$ cat config.mk
export PLATFORM = sky130hd
export DESIGN_NAME = chart_seq
export DESIGN_NICKNAME = d
export VERILOG_FILES = /design/src/rtl/chart_seq.sv
export SDC_FILE = /design/constraint.sdc
export NUM_CORES = 2
export LEC_CHECK = 0
export CAP_MARGIN = 5
export CORE_MARGIN = 1.5
export CORE_UTILIZATION = 60
export DETAILED_ROUTE_END_ITERATION = 8
export GPL_ROUTABILITY_DRIVEN = 0
export PLACE_DENSITY = 0.74
export SYNTH_ARGS = -nofsm -noshare
export SYNTH_HDL_FRONTEND = slang
export SYNTH_SLANG_ARGS = --single-unit
$ cat constraint.sdc
create_clock -name clk -period 6.8 [get_ports clk]
set_input_delay 0.68 -clock clk [delete_from_list [all_inputs] [get_ports clk]]
set_output_delay 0.68 -clock clk [all_outputs]
set_load 0.05 [all_outputs]
$ cat src/rtl/chart_seq.sv
// rtl/chart_seq.sv - timestamped note chart sequencer emitting per-track spawn pulses
module chart_seq #(
    parameter int NUM_TRACKS  = 4,
    parameter int CHART_DEPTH = 64,
    parameter int TIME_W      = 32,
    parameter int LEAD_MS     = 0
) (
    input  logic                           clk,
    input  logic                           rst,
    input  logic [TIME_W-1:0]              i_cur_time,
    input  logic                           i_wr_en,
    input  logic [$clog2(CHART_DEPTH)-1:0] i_wr_addr,
    input  logic [TIME_W-1:0]              i_wr_time,
    input  logic [NUM_TRACKS-1:0]          i_wr_mask,
    input  logic [$clog2(CHART_DEPTH):0]   i_note_count,
    input  logic                           i_start,
    input  logic                           i_pause,
    input  logic                           i_stop,
    output logic [NUM_TRACKS-1:0]          o_note,
    output logic [$clog2(CHART_DEPTH):0]   o_note_idx,
    output logic                           o_busy,
    output logic                           o_game_end,
    output logic                           o_wr_err
);
    localparam int AW = $clog2(CHART_DEPTH);
    localparam int CW = AW + 1;

    typedef enum logic [1:0] {S_IDLE, S_RUN, S_PAUSE, S_DONE} state_t;

    state_t                r_state;
    state_t                w_state_nxt;
    logic [TIME_W-1:0]     r_time [CHART_DEPTH];
    logic [NUM_TRACKS-1:0] r_mask [CHART_DEPTH];
    logic [CW-1:0]         r_idx;
    logic [CW-1:0]         r_count;
    logic [NUM_TRACKS-1:0] r_note;
    logic                  r_wr_err;

    logic                  w_wr_ok;
    logic                  w_due;
    logic                  w_consume;
    logic                  w_load;
    logic [TIME_W:0]       w_lead_time;
    logic [CW-1:0]         w_count_clamped;

    // One extra bit so a lead-in near the top of the time range cannot wrap.
    assign w_lead_time     = {1'b0, i_cur_time} + (TIME_W+1)'(LEAD_MS);
    assign w_due           = w_lead_time >= {1'b0, r_time[r_idx[AW-1:0]]};
    assign w_wr_ok         = (r_state == S_IDLE) || (r_state == S_DONE);
    assign w_count_clamped = (i_note_count > CW'(CHART_DEPTH)) ? CW'(CHART_DEPTH) : i_note_count;

    always_comb begin
        w_state_nxt = r_state;
        w_consume   = 1'b0;
        w_load      = 1'b0;
        if (i_stop) begin
            w_state_nxt = S_IDLE;
        end else begin
            case (r_state)
                S_IDLE, S_DONE: begin
                    if (i_start) begin
                        w_load      = 1'b1;
                        w_state_nxt = S_RUN;
                    end
                end
                S_RUN: begin
                    if (i_pause) begin
                        w_state_nxt = S_PAUSE;
                    end else if (r_idx == r_count) begin
                        w_state_nxt = S_DONE;
                    end else if (w_due) begin
                        w_consume = 1'b1;
                    end
                end
                S_PAUSE: begin
                    if (!i_pause) begin
                        w_state_nxt = S_RUN;
                    end
                end
                default: w_state_nxt = S_IDLE;
            endcase
        end
    end

    always_ff @(posedge clk) begin
        if (rst) begin
            r_state <= S_IDLE;
        end else begin
            r_state <= w_state_nxt;
        end
    end

    always_ff @(posedge clk) begin
        if (rst) begin
            r_idx    <= '0;
            r_count  <= '0;
            r_note   <= '0;
            r_wr_err <= 1'b0;
        end else begin
            r_note   <= w_consume ? r_mask[r_idx[AW-1:0]] : '0;
            r_wr_err <= i_wr_en && !w_wr_ok;
            if (i_stop) begin
                r_idx <= '0;
            end else if (w_load) begin
                r_idx   <= '0;
                r_count <= w_count_clamped;
            end else if (w_consume) begin
                r_idx <= r_idx + CW'(1);
            end
        end
    end

    // Chart memory is deliberately not reset so a loaded chart survives reset and replays.
    always_ff @(posedge clk) begin
        if (i_wr_en && w_wr_ok) begin
            r_time[i_wr_addr] <= i_wr_time;
            r_mask[i_wr_addr] <= i_wr_mask;
        end
    end

    assign o_note     = r_note;
    assign o_note_idx = r_idx;
    assign o_busy     = (r_state == S_RUN) || (r_state == S_PAUSE);
    assign o_game_end = (r_state == S_DONE);
    assign o_wr_err   = r_wr_err;
endmodule

==> results.txt <==
Status: completed
EDFF count, synth: 2304
Antenna violations before repair: 20
Max cap viols: 0
Syn Nets: 3716
Final ANT Viol Nets: 0
Seq/Total Area, Yosys: 78.0%
Final TNS setup: 0 ns
Die area: 151000 um2
Worst-Margin Slew: 1.31 ns
Slowest-stage cell, CP: dfxtp_4
Starting DRT DRC Count: 6455
Vias per cell: 7.10
Synthesized cell area: 89400 um2
Die height: 389 um
Post-route clock period utilization: 81.9%
CP arrival: 6.32 ns
Gr usage total: 31.6%
Fraction of registers with async set or reset after synthesis: 0%
Hold/Removal Path Class: in2reg
Worst path most repeated cell: mux4_2
Vias: 42500
Largest stage delay on the critical path: 0.77 ns
Most common cell after layout, fill and taps aside: edfxtp_1
Seq cells post-synth: 2331
Core area: 148000 um2
Skew-Pair Late Insertion Delay: 0.83 ns
Peak VDD IR: 0.000238 V
Clock tree buffer depth: 3
Wirelength per Cell: 39.3 um
Hold Violations, Final: 0
# setup viols final: 0
H-tree level count: 4
RSZ-0062 raised after global routing: no
Layout Nets: 3990
Post-CTS setup buffer count: 0
Setup Skew: 0.0311 ns
Reg2reg setup slack: 1.23 ns
Post-CTS Hold Buffers: 0
Worst Setup End Kind: flop
Layout area overhead: 12.2%
P per Cell Area: 278 nW/um2
Grt ovf: 0
Pre-antenna DRT Iters: 5
F_max: 180 MHz
Crit Path Category: reg2reg
CP max FO: 23
CTS Buf Count: 221
Ratio of cells with drive above 1 in the final layout: 31.7%
CTS tree: built
Syn Area/Cell: 24.9 um2
Critical Path RT: 7.55 ns
Commonest non-fill, non-tap cells in the layout: edfxtp_1, mux4_2, clkbuf_16
Yosys warns: 0
Cells after Synth: 3593
Prevailing post-synth register cell: edfxtp_1
Die Width: 389 um
Initial Util: 60.5%
CTS Sinks: 2331
Crit-path cells: buf_4 > mux4_2 > mux4_2 > mux4_2 > ha_1 > nand2b_1 > a2111o_1 > a311oi_1 > a311oi_1 > o21ai_0 > mux2i_1
Utilization after layout: 67.9%
Number of global-route vias before repair: 42400
I/O pin count: 101
Startpoint Class: flop
First-pass GRT wire length: 327 mm
WL final: 235 mm
Clock slew at reported path FFs: 0.06 ns
FP Rows: 141
Tot Pwr: 28.0 mW
Dpl hpwl: 128 mm
Hold path depth: 3
Largest net degree at the start of global routing: 104
Fin. max-slew vios: 0
DRC viols: 0
Leakage: 29.9 nW
Worst reg2reg path depth: 11
Min cycle time layout: 5.57 ns
Post-cts sizing count: 0
IO Port Bufs: 100
CTS Root Cell: clkbuf_16
Rel. slew slack: 12.8%
Cell variety after synth: 43
## logic make-up after synthesis
group	Yosys count	share of synthesized area, %
compound gates	68	0.473
xor+xnor	7	0.0686
fa+ha+maj	36	0.504
buf+inv	208	1.06
flops	2331	78.0
mux	770	19.0
simple gates	173	0.881
## critical path: cells and delay by family (launching register included)
family / cells / cell delay, ns
adder cells (fa/ha/maj): 1 / 0.28
AND/OR/NAND/NOR: 1 / 0.31
multiplexers: 4 / 1.82
AO/OA/AOI/OAI: 4 / 1.72
flip-flops: 1 / 0.77
buffers and inverters: 1 / 0.54
## final timing paths
path,from,to
max,flop,flop
min,i_note_count[5],r_count[5]
max reg2reg,flop,flop
min reg2reg,r_count[0],r_count[0]
## synthesized netlist by cell type, types with 2 or more instances
cell type	count	share of area, %
o21ai_0	14	0.078
xnor2_1	7	0.069
buf_1	20	0.084
nor3_1	6	0.034
mux2_2	8	0.10
and2_1	2	0.014
nand2b_1	5	0.035
edfxtp_1	2304	77
nand4_1	7	0.049
nor2b_1	4	0.028
inv_1	27	0.11
a311oi_1	2	0.020
clkbuf_1	92	0.39
a2111oi_0	4	0.039
buf_6	7	0.088
a21oi_1	33	0.18
mux2i_1	18	0.20
ha_1	36	0.50
a211oi_1	4	0.034
mux4_2	744	19
nand3_1	10	0.056
nor3b_1	4	0.034
buf_2	46	0.26
nor2_1	83	0.35
dfxtp_1	27	0.60
nand2_1	36	0.15
nand3b_1	9	0.076
a2111o_1	4	0.050
buf_4	16	0.13
## final cells by class
cell class,count,area [um2]
clock inverters,123,880
fillers,8721,47500
multi-input cells,1054,19200
well taps,1930,2410
flip-flops and latches,2331,69800
repair buffers,232,2080
inverters,27,101
clock buffers,282,5910
diodes,4,10.0
## per-stage QoR
step	area [um2]	hold WS, ns	instances	worst slack [ns]
after global placement	93600	0.452	5574	1.50
after global routing	100000	0.445	5979	0.964
after floorplan	89400	0.445	3593	2.55
after detailed placement	93600	0.462	5574	1.39
after CTS	100000	0.397	5979	1.34
final	100000	0.443	5983	1.23
## state kept, by name, summed over array words and instances (netlist names), named ones only
name	count
r_count	7
r_time	2048
r_state	2
o_note	4
o_wr_err	1
o_note_idx	7
r_mask	256
## power by group
group          total, mW  switching (mW)  internal (mW)
clock network       11.7            5.16           6.51
logic              0.421           0.338         0.0828
registers           15.9          0.0140           15.8
total               28.0            5.52           22.4
## layer usage
layer / GRT usage, % / vias to the layer above / part of all wire (%)
li1: - / 16200 / -
met1: 44.2 / 22600 / 35
met2: 49.7 / 3181 / 49
met3: 8.08 / 486 / 12
met4: 10.7 / 14 / 3.7
met5: 0 / - / 0.040
No activity file was read; power rests on OpenSTA's default activity.
